## src/rtl/genetico_pkg.sv

```systemverilog
// Shared parameters, field layout and FSM state type for the genetico configuration loader.
package genetico_pkg;
  localparam int N_LE     = 25;
  localparam int LE_W     = 15;
  localparam int N_OUT    = 8;
  localparam int OUT_W    = 6;
  localparam int N_SRC    = 33;
  localparam int LE_BITS  = N_LE * LE_W;
  localparam int CFG_BITS = LE_BITS + N_OUT * OUT_W;
  localparam int CNT_W    = $clog2(CFG_BITS);

  localparam int FUNC_LSB = 12;
  localparam int SELB_LSB = 6;
  localparam int SELA_LSB = 0;
  localparam int SEL_W    = 6;
  localparam int FUNC_W   = LE_W - FUNC_LSB;

  typedef enum logic [1:0] {IDLE, SHIFT, CHECK} state_e;

  function automatic logic sel_illegal(input logic [SEL_W-1:0] sel);
    return int'(sel) >= N_SRC;
  endfunction
endpackage

```

## src/rtl/genetico_cfg_loader_if.sv

```systemverilog
// Serial stream in, active chromosome configuration and status out.
interface genetico_cfg_loader_if;
  import genetico_pkg::*;

  logic                              start;
  logic                              ser_valid;
  logic                              ser_data;
  logic [N_LE-1:0][LE_W-1:0]         conf_les;
  logic [N_OUT-1:0][OUT_W-1:0]       conf_outs;
  logic                              cfg_valid;
  logic                              busy;
  logic                              done;
  logic                              err;

  modport master (
    output start, ser_valid, ser_data,
    input  conf_les, conf_outs, cfg_valid, busy, done, err
  );

  modport slave (
    input  start, ser_valid, ser_data,
    output conf_les, conf_outs, cfg_valid, busy, done, err
  );
endinterface

```

## src/rtl/cfg_range_check.sv

```systemverilog
// Flags a frame whose LE input selects or output selects reach outside 0..N_SRC-1.
module cfg_range_check
  import genetico_pkg::*;
(
  input  logic [CFG_BITS-1:0] shadow_i,
  output logic                bad_o
);

  // Function codes are all legal; they are folded here only so every input bit has a reader.
  logic unused_func;

  always_comb begin
    bad_o       = 1'b0;
    unused_func = 1'b0;
    for (int i = 0; i < N_LE; i++) begin
      bad_o       = bad_o
                  | sel_illegal(shadow_i[i*LE_W + SELA_LSB +: SEL_W])
                  | sel_illegal(shadow_i[i*LE_W + SELB_LSB +: SEL_W]);
      unused_func = unused_func ^ (^shadow_i[i*LE_W + FUNC_LSB +: FUNC_W]);
    end
    for (int j = 0; j < N_OUT; j++) begin
      bad_o = bad_o | sel_illegal(shadow_i[LE_BITS + j*OUT_W +: OUT_W]);
    end
  end

endmodule

```

## src/rtl/genetico_cfg_loader.sv

```systemverilog
// Shifts a chromosome frame into a shadow register and commits it atomically only if every select is in range.
module genetico_cfg_loader
  import genetico_pkg::*;
(
  input  logic                  clk,
  input  logic                  rst_n,
  genetico_cfg_loader_if.slave  bus
);

  localparam logic [CNT_W-1:0] LAST_BIT = CNT_W'(CFG_BITS - 1);

  state_e                        state_q, state_d;
  logic [CNT_W-1:0]              bit_cnt_q, bit_cnt_d;
  logic [CFG_BITS-1:0]           shadow_q;
  logic [N_LE-1:0][LE_W-1:0]     les_q;
  logic [N_OUT-1:0][OUT_W-1:0]   outs_q;
  logic                          cfg_valid_q;
  logic                          done_q, done_d;
  logic                          err_q, err_d;
  logic                          shift_en;
  logic                          bad;

  cfg_range_check u_check (
    .shadow_i (shadow_q),
    .bad_o    (bad)
  );

  always_comb begin
    state_d   = state_q;
    bit_cnt_d = bit_cnt_q;
    shift_en  = 1'b0;
    done_d    = 1'b0;
    err_d     = 1'b0;
    unique case (state_q)
      IDLE: begin
        if (bus.start) begin
          state_d   = SHIFT;
          bit_cnt_d = '0;
        end
      end
      SHIFT: begin
        // A restart wins over a coincident bit; the shadow keeps stale bits that the new frame overwrites.
        if (bus.start) begin
          bit_cnt_d = '0;
        end else if (bus.ser_valid) begin
          shift_en = 1'b1;
          if (bit_cnt_q == LAST_BIT) state_d = CHECK;
          else                       bit_cnt_d = bit_cnt_q + 1'b1;
        end
      end
      CHECK: begin
        state_d = IDLE;
        done_d  = ~bad;
        err_d   = bad;
      end
      default: state_d = IDLE;
    endcase
  end

  always_ff @(posedge clk or negedge rst_n) begin
    if (!rst_n) begin
      state_q     <= IDLE;
      bit_cnt_q   <= '0;
      shadow_q    <= '0;
      les_q       <= '0;
      outs_q      <= '0;
      cfg_valid_q <= 1'b0;
      done_q      <= 1'b0;
      err_q       <= 1'b0;
    end else begin
      state_q   <= state_d;
      bit_cnt_q <= bit_cnt_d;
      done_q    <= done_d;
      err_q     <= err_d;
      if (shift_en) shadow_q <= {bus.ser_data, shadow_q[CFG_BITS-1:1]};
      if (done_d) begin
        les_q       <= shadow_q[LE_BITS-1:0];
        outs_q      <= shadow_q[CFG_BITS-1:LE_BITS];
        cfg_valid_q <= 1'b1;
      end
    end
  end

  assign bus.conf_les  = les_q;
  assign bus.conf_outs = outs_q;
  assign bus.cfg_valid = cfg_valid_q;
  assign bus.busy      = (state_q != IDLE);
  assign bus.done      = done_q;
  assign bus.err       = err_q;

endmodule

```

## src/flat_wrapper.sv

```systemverilog
// flat-port wrapper written by rule: the top's interface ports become plain ports
module genetico_cfg_loader_flat import genetico_pkg::*;
  (clk, rst_n, bus_start, bus_ser_valid, bus_ser_data, bus_conf_les, bus_conf_outs, bus_cfg_valid, bus_busy, bus_done, bus_err);
  genetico_cfg_loader_if bus_i ();
  input  logic clk;
  input  logic rst_n;
  input wire logic [$bits(bus_i.start)-1:0] bus_start;
  input wire logic [$bits(bus_i.ser_valid)-1:0] bus_ser_valid;
  input wire logic [$bits(bus_i.ser_data)-1:0] bus_ser_data;
  output wire logic [$bits(bus_i.conf_les)-1:0] bus_conf_les;
  output wire logic [$bits(bus_i.conf_outs)-1:0] bus_conf_outs;
  output wire logic [$bits(bus_i.cfg_valid)-1:0] bus_cfg_valid;
  output wire logic [$bits(bus_i.busy)-1:0] bus_busy;
  output wire logic [$bits(bus_i.done)-1:0] bus_done;
  output wire logic [$bits(bus_i.err)-1:0] bus_err;
  assign bus_i.start = bus_start;
  assign bus_i.ser_valid = bus_ser_valid;
  assign bus_i.ser_data = bus_ser_data;
  assign bus_conf_les = bus_i.conf_les;
  assign bus_conf_outs = bus_i.conf_outs;
  assign bus_cfg_valid = bus_i.cfg_valid;
  assign bus_busy = bus_i.busy;
  assign bus_done = bus_i.done;
  assign bus_err = bus_i.err;
  genetico_cfg_loader u_core (.clk(clk), .rst_n(rst_n), .bus(bus_i));
endmodule
```

## config.mk

```make
export PLATFORM = sky130hd
export DESIGN_NAME = genetico_cfg_loader_flat
export DESIGN_NICKNAME = d
export VERILOG_FILES = /design/src/rtl/genetico_pkg.sv /design/src/rtl/genetico_cfg_loader_if.sv /design/src/rtl/cfg_range_check.sv /design/src/rtl/genetico_cfg_loader.sv /design/src/flat_wrapper.sv
export SDC_FILE = /design/constraint.sdc
export NUM_CORES = 1
export LEC_CHECK = 0
export ABC_AREA = 1
export ABC_CLOCK_PERIOD_IN_PS = 4600
export CAP_MARGIN = 30
export CORE_MARGIN = 2
export CORE_UTILIZATION = 45
export DETAILED_ROUTE_END_ITERATION = 10
export PLACE_DENSITY = 0.67
export RECOVER_POWER = 50
export SYNTH_ARGS = -nofsm -noshare
export SYNTH_HDL_FRONTEND = slang
export SYNTH_SLANG_ARGS = --single-unit
export TNS_END_PERCENT = 20
```

## constraint.sdc

```tcl
create_clock -name clk -period 4.6 [get_ports clk]
set_input_delay 0.46 -clock clk [delete_from_list [all_inputs] [get_ports clk]]
set_output_delay 0.46 -clock clk [all_outputs]
set_load 0.02 [all_outputs]
```

==> flow_metrics.py, run 1 <==
metrics = {
    "route": {
        "wl_met3_um": 4510,
        "firstDrtPassIters": 5,
        "drtIter0Drc": 2186,
        "drc_errors": 0,
        "wl_per_cell_um": 16.8,
        "routed_wl_um": 89300,
        "top_layer_used": "met4",
        "viasPerCell": 4.98,
        "m1WireLength_um": 39700,
        "dr_wl_met2_um": 41800,
        "vias": 26428,
        "ant_nets": 0,
    },
    "flow_run": {
        "max-cap-violations": 2,
    },
    "floorplan": {
        "initial_core_util_pct": 45.4,
        "die_area_mm2": 0.0788,
        "pin_count": 432,
        "coreArea_mm2": 0.0759,
        "die_w_um": 281,
        "fp.dieH_um": 281,
        "row_count": 101,
    },
    "yosys": {
        "yosys_warnings": 0,
        "yosysMostFrequentCell": "nand2_1",
        "synth_commonest_cells": "1235 x nand2_1, 860 x dfrtp_1, 485 x nand3_1",
        "synth_area_mm2": 0.0345,
        "ys_ff_latch": 860,
        "synth.largest_area_cell": "dfrtp_1",
        "yosysSeqAreaShare_pct": 62.4,
        "ys_types": 21,
        "syn_nets": 3872,
        "syn_inst": 3865,
        "synth_top_area_share_pct": 62.4,
        "synth_ff_type": "dfrtp_1",
        "syn_area_per_cell_um2": 8.92,
        "synth-edff-count": 0,
        "async_reset_ff_share_pct": 100,
        "synth_area_leaders": "dfrtp_1 62%, nand2_1 13%, nand3_1 7.0%",
    },
    "global_route": {
        "grt_pass1_wl_um": 143000,
        "antenna_found_initial": 0,
        "grt_usage_pct": 22.9,
        "grt_pass1_vias": 25657,
        "grt-ovfl-total": 0,
        "grt_max_degree": 220,
    },
    "power": {
        "peakVddDrop_uv": 238,
        "power_density_mw_per_mm2": 427,
        "power_leakage_nw": 22.3,
    },
    "placed_design": {
        "portBuffers": 431,
        "placedCellCount": 5137,
        "placed_cell_area_mm2": 0.0394,
        "dpl_worst_slack_ns": 1.47,
        "dpl.hpwl_um": 59200,
        "gp_congestion": 0.797,
    },
    "sta": {
        "skew_ns": 0.0223,
        "timing.final.max_slew_violations": 123,
        "worstMarginPinSlew_ns": 2.44,
        "max_freq_ghz": 0.296,
        "rsz0062_at_grt": "no",
        "slew-limit-headroom_pct": -63.0,
        "finalHoldViolations": 0,
        "post-route-period-util_pct": 73.3,
        "finalSetupViolCount": 0,
        "period_needed_ns": 3.37,
        "setup-tns-final_ns": 0,
        "worst_slack_ns": 1.23,
    },
    "critical_path": {
        "cp_slowest_stage_delay_ns": 1.69,
        "crit_type": "primary input to asynchronous set/reset pin",
        "reg2reg_from": "u_core.state_q[0]$_DFFE_PN0P_",
        "worstSetupStartpointType": "primary input",
        "path_max_fanout": 81,
        "cp.required_ns": 5.13,
        "r2r_cells": 9,
        "endpoint_kind": "asynchronous set/reset pin",
        "reg2reg_slack_ns": 1.32,
        "crit_chain": "dlygate4sd3_1 > clkbuf_2 > clkbuf_2",
        "worst_path_most_repeated_cell": "clkbuf_2",
        "r2r_end": "u_core.shadow_q[124]$_DFFE_PN0P_",
        "worst_ep_arrival_time_ns": 3.91,
        "critPathSlowestCell": "clkbuf_2",
    },
    "clock_tree": {
        "cts_tree": "yes",
        "cts_buffers": 90,
        "cts.repair.resized": 0,
        "clockBufferDepth": 3,
        "clkLatencyLatePin_ns": 0.64,
        "cts.sinks": 860,
        "clockRootBuffer": "clkbuf_16",
        "cts_max_level": 3,
        "clk_pin_slew_ns": 0.06,
    },
    "final_layout": {
        "nNetsFinal": 4207,
        "drive_above_1_share_pct": 4.68,
        "stdcell_area_mm2": 0.0425,
        "final_cells": 5302,
        "syn2layout_area_growth_pct": 23.2,
        "final_util_pct": 55.9,
    },
    "hold_path": {
        "hold_class": "flop to flop",
        "whs_endpoint": "u_core.bus.conf_les[204]$_DFFE_PN0P_",
        "min_path_cells": 2,
        "hp-start": "u_core.bus.conf_les[204]$_DFFE_PN0P_",
    },
    "outcome": {
        "violations": "max-capacitance violations, max-slew violations",
        "status": "finished, violations left",
    },
}
## kinds of logic (layout without fill, tap and decap cells)
logic type	Yosys count	after routing	synth area share (%)
xor gates and xnor gates	4	4	0.102
buffers and inverters	515	921	6.81
and+or+nand+nor	2039	2039	24.1
AOI/OAI and AO/OA	444	444	6.45
adders and majority gates	2	2	0.0726
other	0	1	0
muxes	1	1	0.0327
DFF	860	860	62.4
## flip-flops by register name, indices dropped and copies added, names as in the netlist
name / flops
u_core.bus.done: 1
u_core.bus.conf_les: 375
u_core.bus.err: 1
u_core.shadow_q: 423
u_core.state_q: 2
u_core.bus.conf_outs: 48
u_core.bit_cnt_q: 9
u_core.bus.cfg_valid: 1
## worst max-delay path: cells and delay by family
family / cells / cell delay, ns
buffers and inverters: 3 / 3.38
## where the power goes
part	internal, mW	switching, mW	total, mW
logic	0.517	1.08	1.60
clock network	4.50	3.00	7.50
registers	8.32	0.702	9.03
total	13.3	4.78	18.1
## final cells by class
type	instances	area [µm²]
clock inverter	34	478
antenna	1	2.50
tap	1030	1290
sequential	860	21500
timing repair buffer	476	4910
fill	6815	33500
clock buffer	129	2600
multi-input combinational	2490	10600
inverter	282	1060
## metal layers
| metal | global-route usage (%) | up-vias |
|---|---|---|
| met5 | 0 | - |
| met1 | 32.0 | 12767 |
| met2 | 35.8 | 589 |
| met4 | 9.09 | 0 |
| met3 | 3.68 | 149 |
| li1 | - | 12923 |
## per-stage QoR
step	power [mW]	hold WS [ns]
after floorplan	9.99	0.164
after global placement	10.7	0.446
after detailed placement	10.8	0.456
after CTS	18.3	0.463
after global routing	19.0	0.480
final	18.1	0.461
## repair_timing
action,CTS,global route
hold buffers,1,0
endpoints found under the setup margin,0,0
buffers inserted,0,0
endpoints found under the hold margin,66,0
## cell usage in the layout, fill, tap and decap left out
cell type / n
a21oi_1: 175
buf_12: 23
buf_4: 11
bufinv_16: 10
clkbuf_1: 26
clkbuf_16: 92
clkbuf_2: 6
clkbuf_8: 16
clkdlybuf4s50_1: 249
clkinv_2: 17
clkinv_4: 1
clkinv_8: 3
clkinvlp_4: 2
dfrtp_1: 860
diode_2: 1
dlygate4sd3_1: 182
ha_1: 2
inv_1: 268
inv_16: 1
inv_2: 14
mux2_2: 1
nand2_1: 1235
nand3_1: 484
nand3_4: 1
nand4_1: 10
nor2_1: 299
nor2_4: 2
nor3_1: 7
nor4_1: 1
o21ai_0: 257
o21ai_1: 11
o31ai_1: 1
xor2_1: 4
## how the worst max path moves through the flow
stage / startpoint / endpoint / slack (ns) / cells past startpoint
2_1_floorplan: u_core.shadow_q[340]$_DFFE_PN0P_ / u_core.bus.conf_les[100]$_DFFE_PN0P_ / 2.83 / 13
3_3_place_gp: u_core.shadow_q[261]$_DFFE_PN0P_ / u_core.bus.conf_les[19]$_DFFE_PN0P_ / 1.51 / 12
3_5_place_dp: u_core.shadow_q[262]$_DFFE_PN0P_ / u_core.bus.conf_les[19]$_DFFE_PN0P_ / 1.47 / 12
4_1_cts: u_core.shadow_q[262]$_DFFE_PN0P_ / u_core.bus.conf_les[14]$_DFFE_PN0P_ / 1.42 / 12
5_1_grt: rst_n / u_core.shadow_q[36]$_DFFE_PN0P_ / 0.64 / 3
6_report: rst_n / u_core.shadow_q[36]$_DFFE_PN0P_ / 1.23 / 3
No activity file was read; power rests on OpenSTA's default activity.
==> run 2, diff against run 1 <==
--- a/config.mk
+++ b/config.mk
@@ -6,7 +6,7 @@
 export NUM_CORES = 1
 export LEC_CHECK = 0
 export ABC_AREA = 1
-export ABC_CLOCK_PERIOD_IN_PS = 4600
+export ABC_CLOCK_PERIOD_IN_PS = 3500
 export CAP_MARGIN = 30
 export CORE_MARGIN = 2
 export CORE_UTILIZATION = 45
==> constraint.sdc (replaced) <==
create_clock -name clk -period 3.5 [get_ports clk]
set_input_delay 0.35 -clock clk [delete_from_list [all_inputs] [get_ports clk]]
set_output_delay 0.35 -clock clk [all_outputs]
set_load 0.02 [all_outputs]
==> run 2 against run 1 <==
The run still ends with max-capacitance violations, max-slew violations left. Worst setup slack got worse by 0.62 ns. Sequential cell count is the same. Critical path depth rose by 8. Critical path type is now flop to flop.
==> flow_metrics.py, run 2 (same netlist as run 1, synthesis figures left out) <==
metrics = {
    "critical_path": {
        "crit_type": "flop to flop",
        "worstSetupStartpointType": "flop",
        "critPathSlowestCell": "dfrtp_1",
        "reg2reg_slack_ns": 0.61,
        "worst_ep_arrival_time_ns": 3.38,
        "crit_chain": "inv_2 > nand3_1 > o21ai_1 > nand4_1 > nor2_1 > nand2_1 > nor2_1 > nand3_4 > buf_12 > nand2_1 > nand2_1",
        "cp.required_ns": 3.99,
        "cp_slowest_stage_delay_ns": 0.40,
        "worst_path_most_repeated_cell": "nand2_1",
        "r2r_cells": 11,
        "path_max_fanout": 224,
        "r2r_end": "u_core.bus.conf_les[347]$_DFFE_PN0P_",
        "endpoint_kind": "flop",
        "reg2reg_from": "u_core.shadow_q[261]$_DFFE_PN0P_",
    },
    "placed_design": {
        "placedCellCount": 5157,
        "dpl.hpwl_um": 61200,
        "dpl_worst_slack_ns": 0.761,
        "placed_cell_area_mm2": 0.0397,
        "portBuffers": 431,
        "gp_congestion": 0.808,
    },
    "global_route": {
        "grt_pass1_vias": 25759,
        "grt-ovfl-total": 0,
        "grt_pass1_wl_um": 146000,
        "antenna_found_initial": 0,
        "grt_max_degree": 225,
        "grt_usage_pct": 23.3,
    },
    "power": {
        "peakVddDrop_uv": 339,
        "p_total_mw": 23.3,
        "power_leakage_nw": 22.3,
        "power_density_mw_per_mm2": 551,
    },
    "clock_tree": {
        "clk_pin_slew_ns": 0.06,
        "post_cts_buffers": 0,
        "cts.sinks": 860,
        "clockRootBuffer": "clkbuf_16",
        "cts_max_level": 3,
        "clkLatencyLatePin_ns": 0.63,
        "cts_tree": "yes",
        "clockBufferDepth": 3,
        "cts_buffers": 87,
    },
    "route": {
        "viasPerCell": 5.01,
        "firstDrtPassIters": 7,
        "vias": 26598,
        "drc_errors": 0,
        "wl_per_cell_um": 17.1,
        "ant_nets": 0,
        "routed_wl_um": 90700,
        "drtIter0Drc": 2402,
    },
    "sta": {
        "whs_ns": 0.335,
        "worst_slack_ns": 0.611,
        "timing.final.max_slew_violations": 254,
        "max_freq_ghz": 0.346,
        "finalSetupViolCount": 0,
        "finalHoldViolations": 0,
        "post-route-period-util_pct": 82.5,
        "setup-tns-final_ns": 0,
        "skew_ns": 0.0295,
        "rsz0062_at_grt": "no",
        "period_needed_ns": 2.89,
        "slew-limit-headroom_pct": -39.4,
        "worstMarginPinSlew_ns": 2.09,
    },
    "floorplan": {
        "fp.dieH_um": 281,
        "pin_count": 432,
        "initial_core_util_pct": 45.4,
        "die_area_mm2": 0.0788,
        "row_count": 101,
        "die_w_um": 281,
        "coreArea_mm2": 0.0759,
    },
    "hold_path": {
        "hold_class": "primary input to asynchronous set/reset pin",
    },
    "final_layout": {
        "mostFrequentLayoutCells": "1234 x nand2_1, 860 x dfrtp_1, 484 x nand3_1",
        "final_common_cell": "nand2_1",
        "n_fill_cell": 6751,
        "stdcell_area_mm2": 0.0423,
        "drive_above_1_share_pct": 4.63,
        "final_util_pct": 55.7,
        "top_register": "u_core.shadow_q",
        "final_cells": 5310,
        "nNetsFinal": 4224,
        "num_antenna_cells": 0,
        "largest_register_ffs": 423,
        "syn2layout_area_growth_pct": 22.8,
    },
    "outcome": {
        "violations": "max-capacitance violations, max-slew violations",
        "status": "finished, violations left",
    },
    "flow_run": {
        "max-cap-violations": 6,
    },
}
==> run 2: cell count changes in the layout (fill, tap and decap cells not counted), moves of 2 or more <==
cell,before,now
clkdlybuf4s50_1,249,236
dlygate4sd3_1,182,195
clkbuf_1,26,38
buf_4,11,18
clkbuf_16,92,87
clkbuf_8,16,20
buf_12,23,20
bufinv_16,10,7
clkinvlp_4,2,0
inv_6,0,2
==> run 2: layout make-up <==
| class | count | area, µm² | area share [%] |
|---|---|---|---|
| tap | 1030 | 1290 | 3.04 |
| clock buffer | 125 | 2520 | 5.95 |
| clock inverter | 27 | 340 | 0.804 |
| sequential | 860 | 21500 | 50.8 |
| timing repair buffer | 496 | 4970 | 11.7 |
| inverter | 282 | 1060 | 2.50 |
| multi-input combinational | 2490 | 10600 | 25.1 |
==> run 2: how the worst max path moves through the flow <==
stage / start / endpoint / cells after the start
6_report: u_core.shadow_q[261]$_DFFE_PN0P_ / u_core.bus.conf_les[347]$_DFFE_PN0P_ / 11
5_1_grt: rst_n / u_core.bus.conf_les[216]$_DFFE_PN0P_ / 3
4_1_cts: u_core.shadow_q[61]$_DFFE_PN0P_ / u_core.bus.conf_les[174]$_DFFE_PN0P_ / 13
3_5_place_dp: u_core.shadow_q[61]$_DFFE_PN0P_ / u_core.bus.conf_les[173]$_DFFE_PN0P_ / 13
3_3_place_gp: u_core.shadow_q[61]$_DFFE_PN0P_ / u_core.bus.conf_les[182]$_DFFE_PN0P_ / 13
2_1_floorplan: u_core.shadow_q[340]$_DFFE_PN0P_ / u_core.bus.conf_les[100]$_DFFE_PN0P_ / 13
==> run 2: layer usage <==
layer,vias up,track usage [%],wire [µm]
met5,-,0,0
met2,650,37.2,42900
met3,118,3.58,4540
met4,0,7.83,2660
li1,12963,-,-
met1,12867,32.7,40500
==> run 2: timing repair <==
item                      CTS  global route
hold endpoints to repair   66             0
resized for setup           0             0
hold buffers                1             0
==> run 2: critical path, delay by kind of cell (launching register included) <==
family	cells	cell delay, ns
AND/OR/NAND/NOR	8	1.31
flip-flops	1	0.40
AO/OA/AOI/OAI	1	0.39
buffers and inverters	2	0.34
==> run 2: power by group <==
group          switching, mW  leakage [nW]  total (mW)  internal [mW]
clock                   3.85          1.42        9.35           5.51
combinational           1.42          9.75        2.10          0.680
sequential             0.938          11.1        11.9           10.9
==> run 3, diff against run 2 <==
--- a/config.mk
+++ b/config.mk
@@ -6,12 +6,12 @@
 export NUM_CORES = 1
 export LEC_CHECK = 0
 export ABC_AREA = 1
-export ABC_CLOCK_PERIOD_IN_PS = 3500
+export ABC_CLOCK_PERIOD_IN_PS = 2400
 export CAP_MARGIN = 30
 export CORE_MARGIN = 2
 export CORE_UTILIZATION = 45
 export DETAILED_ROUTE_END_ITERATION = 10
-export PLACE_DENSITY = 0.67
+export PLACE_DENSITY = 0.69
 export RECOVER_POWER = 50
 export SYNTH_ARGS = -nofsm -noshare
 export SYNTH_HDL_FRONTEND = slang
==> constraint.sdc (replaced) <==
create_clock -name clk -period 2.4 [get_ports clk]
set_input_delay 0.24 -clock clk [delete_from_list [all_inputs] [get_ports clk]]
set_output_delay 0.24 -clock clk [all_outputs]
set_load 0.02 [all_outputs]
==> run 3 against run 2 <==
The flow still finishes with violations (max-capacitance violations, max-slew violations). Power grew 53%. Die area stayed put. Sequential power is 46% higher. Non-clock buffer count up 87. Worst setup slack got worse by 0.56 ns. Routed wire length is 2.4% higher. First-iteration DRC count is 2.4% lower. Fmax rose by 23%. Highest routed layer unchanged.
==> flow_metrics.py, run 3 (same netlist as run 1, synthesis figures left out) <==
metrics = {
    "final_layout": {
        "seqCellArea_mm2": 0.0215,
        "largest_register_ffs": 423,
        "nNetsFinal": 4314,
        "num_antenna_cells": 0,
        "multi_input_area_mm2": 0.0107,
        "drive_above_1_share_pct": 7.83,
        "top_register": "u_core.shadow_q",
        "final_common_cell": "nand2_1",
        "syn2layout_area_growth_pct": 28.0,
        "mostFrequentLayoutCells": "1222 x nand2_1, 860 x dfrtp_1, 480 x nand3_1",
        "n_fill_cell": 6622,
        "final_cells": 5409,
    },
    "sta": {
        "finalSetupViolCount": 0,
        "slew-limit-headroom_pct": -32.0,
        "skew_ns": 0.0249,
        "finalHoldViolations": 0,
        "period_needed_ns": 2.34,
        "timing.final.max_slew_violations": 52,
        "rsz0062_at_grt": "yes",
        "post-route-period-util_pct": 97.7,
        "worstMarginPinSlew_ns": 1.98,
        "max_freq_ghz": 0.427,
        "whs_ns": 0.237,
    },
    "floorplan": {
        "die_area_mm2": 0.0788,
        "fp.dieH_um": 281,
        "initial_core_util_pct": 45.4,
        "pin_count": 432,
        "coreArea_mm2": 0.0759,
        "die_w_um": 281,
        "row_count": 101,
    },
    "power": {
        "power_leakage_nw": 22.5,
        "power_density_mw_per_mm2": 808,
        "peakVddDrop_uv": 521,
    },
    "placed_design": {
        "gp_congestion": 0.796,
        "placedCellCount": 5211,
        "portBuffers": 431,
        "dpl.hpwl_um": 62900,
    },
    "critical_path": {
        "r2r_cells": 16,
        "cp_num_buf_inv": 6,
        "endpoint_kind": "flop",
        "critPathSlowestCell": "dfrtp_1",
        "worst_path_most_repeated_cell": "nand2_1",
        "reg2reg_slack_ns": 0.06,
        "cp_top_family": "simple AND/OR/NAND/NOR gates",
        "crit_type": "flop to flop",
        "r2r_end": "u_core.bus.conf_outs[47]$_DFFE_PN0P_",
        "reg2reg_from": "u_core.shadow_q[156]$_DFFE_PN0P_",
        "cp.required_ns": 2.98,
        "crit_chain": "inv_1 > nand3_2 > o21ai_4 > buf_6 > nand2_1 > nor2_1 > nand2_1 > nor2_1 > nand2_1 > nor2_4 > buf_8 > buf_12 > clkbuf_4 > buf_4 > nand3_1 > nand2_1",
        "worst_ep_arrival_time_ns": 2.93,
        "cp_slowest_stage_delay_ns": 0.40,
        "worstSetupStartpointType": "flop",
        "path_max_fanout": 5,
    },
    "global_route": {
        "grt-ovfl-total": 0,
        "grt_pass1_wl_um": 144000,
        "grt_pass1_vias": 26128,
        "grt_max_degree": 135,
        "antenna_found_initial": 0,
        "grt_usage_pct": 23.0,
    },
    "route": {
        "drtIter0Drc": 2345,
        "routed_wl_um": 92800,
        "drc_errors": 0,
        "wl_per_cell_um": 17.2,
        "viasPerCell": 5.02,
        "firstDrtPassIters": 5,
        "ant_nets": 0,
        "vias": 27139,
    },
    "clock_tree": {
        "cts_buffers": 90,
        "clkLatencyLatePin_ns": 0.64,
        "clk_pin_slew_ns": 0.06,
        "cts_max_level": 3,
        "clockBufferDepth": 3,
        "cts.sinks": 860,
        "cts_tree": "yes",
        "clockRootBuffer": "clkbuf_16",
    },
    "hold_path": {
        "min_path_cells": 3,
        "hp-start": "bus_ser_valid",
        "whs_endpoint": "u_core.state_q[1]$_DFFE_PN0P_",
        "hold_class": "primary input to flop",
    },
    "outcome": {
        "status": "finished, violations left",
        "violations": "max-capacitance violations, max-slew violations",
    },
    "flow_run": {
        "max-cap-violations": 1,
    },
}
[run 3: cell types whose count changed in the layout (fill, tap and decap cells not counted), moves of 6 or more]
cell             previous run  this run
o21ai_1                    11         5
clkbuf_16                  87       103
nand2_2                     0        13
buf_16                      0         6
clkdlybuf4s50_1           236       426
clkbuf_1                   38        21
dlygate4sd3_1             195         5
buf_12                     20        41
nand2_1                  1234      1222
clkbuf_4                    0         6
buf_6                       0        14
buf_4                      18        57
[run 3: routing by layer]
| layer | part of all wire [%] | up-vias | track usage (%) |
|---|---|---|---|
| li1 | - | 13137 | - |
| met1 | 44 | 13222 | 31.3 |
| met2 | 47 | 633 | 36.7 |
| met3 | 5.3 | 147 | 4.47 |
| met4 | 3.4 | 0 | 8.98 |
| met5 | 0 | - | 0 |
[run 3: through the flow]
stage	area, µm²	power [mW]	setup TNS (ns)	setup slack [ns]	util (%)
after detailed placement	40400	20.9	-15.57	-0.121	53.2
after floorplan	34500	19.2	0	0.626	-
after CTS	43600	35.8	0	0.00511	57.5
after global routing	44100	37.3	-15.07	-0.111	58.1
after global placement	40400	20.8	-16.19	-0.110	53.2
final	44100	35.6	0	0.0557	58.1
[run 3: how the worst max path moves through the flow]
stage                                           startpoint                                   end  slack (ns)  depth (start not counted)
after detailed placement  u_core.shadow_q[247]$_DFFE_PN0P_  u_core.bus.conf_les[283]$_DFFE_PN0P_       -0.12                         14
after CTS                  u_core.shadow_q[60]$_DFFE_PN0P_  u_core.bus.conf_les[343]$_DFFE_PN0P_       0.005                         14
after global routing      u_core.shadow_q[156]$_DFFE_PN0P_   u_core.bus.conf_les[37]$_DFFE_PN0P_       -0.11                         16
final                     u_core.shadow_q[156]$_DFFE_PN0P_  u_core.bus.conf_outs[47]$_DFFE_PN0P_        0.06                         16
after global placement    u_core.shadow_q[247]$_DFFE_PN0P_  u_core.bus.conf_les[336]$_DFFE_PN0P_       -0.11                         14
after floorplan           u_core.shadow_q[340]$_DFFE_PN0P_  u_core.bus.conf_les[100]$_DFFE_PN0P_        0.63                         13
[run 3: final cells by class]
class	instances	share of cell area (%)
clock inverters	33	1.11
clock buffers	131	6.14
flip-flops and latches	860	48.8
multi-input cells	2490	24.3
repair buffers	583	14.3
inverters	282	2.40
well taps	1030	2.92
[run 3: timing repair]
item / in CTS / in global routing
pin swaps: 1 / 42
hold buffers: 1 / 0
endpoints found under the hold margin: 35 / 0
cloned: 1 / 11
endpoints found under the setup margin: 367 / 423
resized for setup: 3 / 49
setup buffers: 2 / 19
[run 3: report_power, final]
group | internal [mW] | switching, mW | total (mW)
logic | 1.23 | 2.19 | 3.42
clock network | 9.03 | 5.83 | 14.9
registers | 16.0 | 1.40 | 17.4
total | 26.2 | 9.42 | 35.6
[run 3: worst register-to-register path, delay by kind of cell, from the launching register on]
kind,cells,cell delay [ns]
compound gates,1,0.19
flops,1,0.40
simple gates,9,0.92
buf+inv,6,0.80
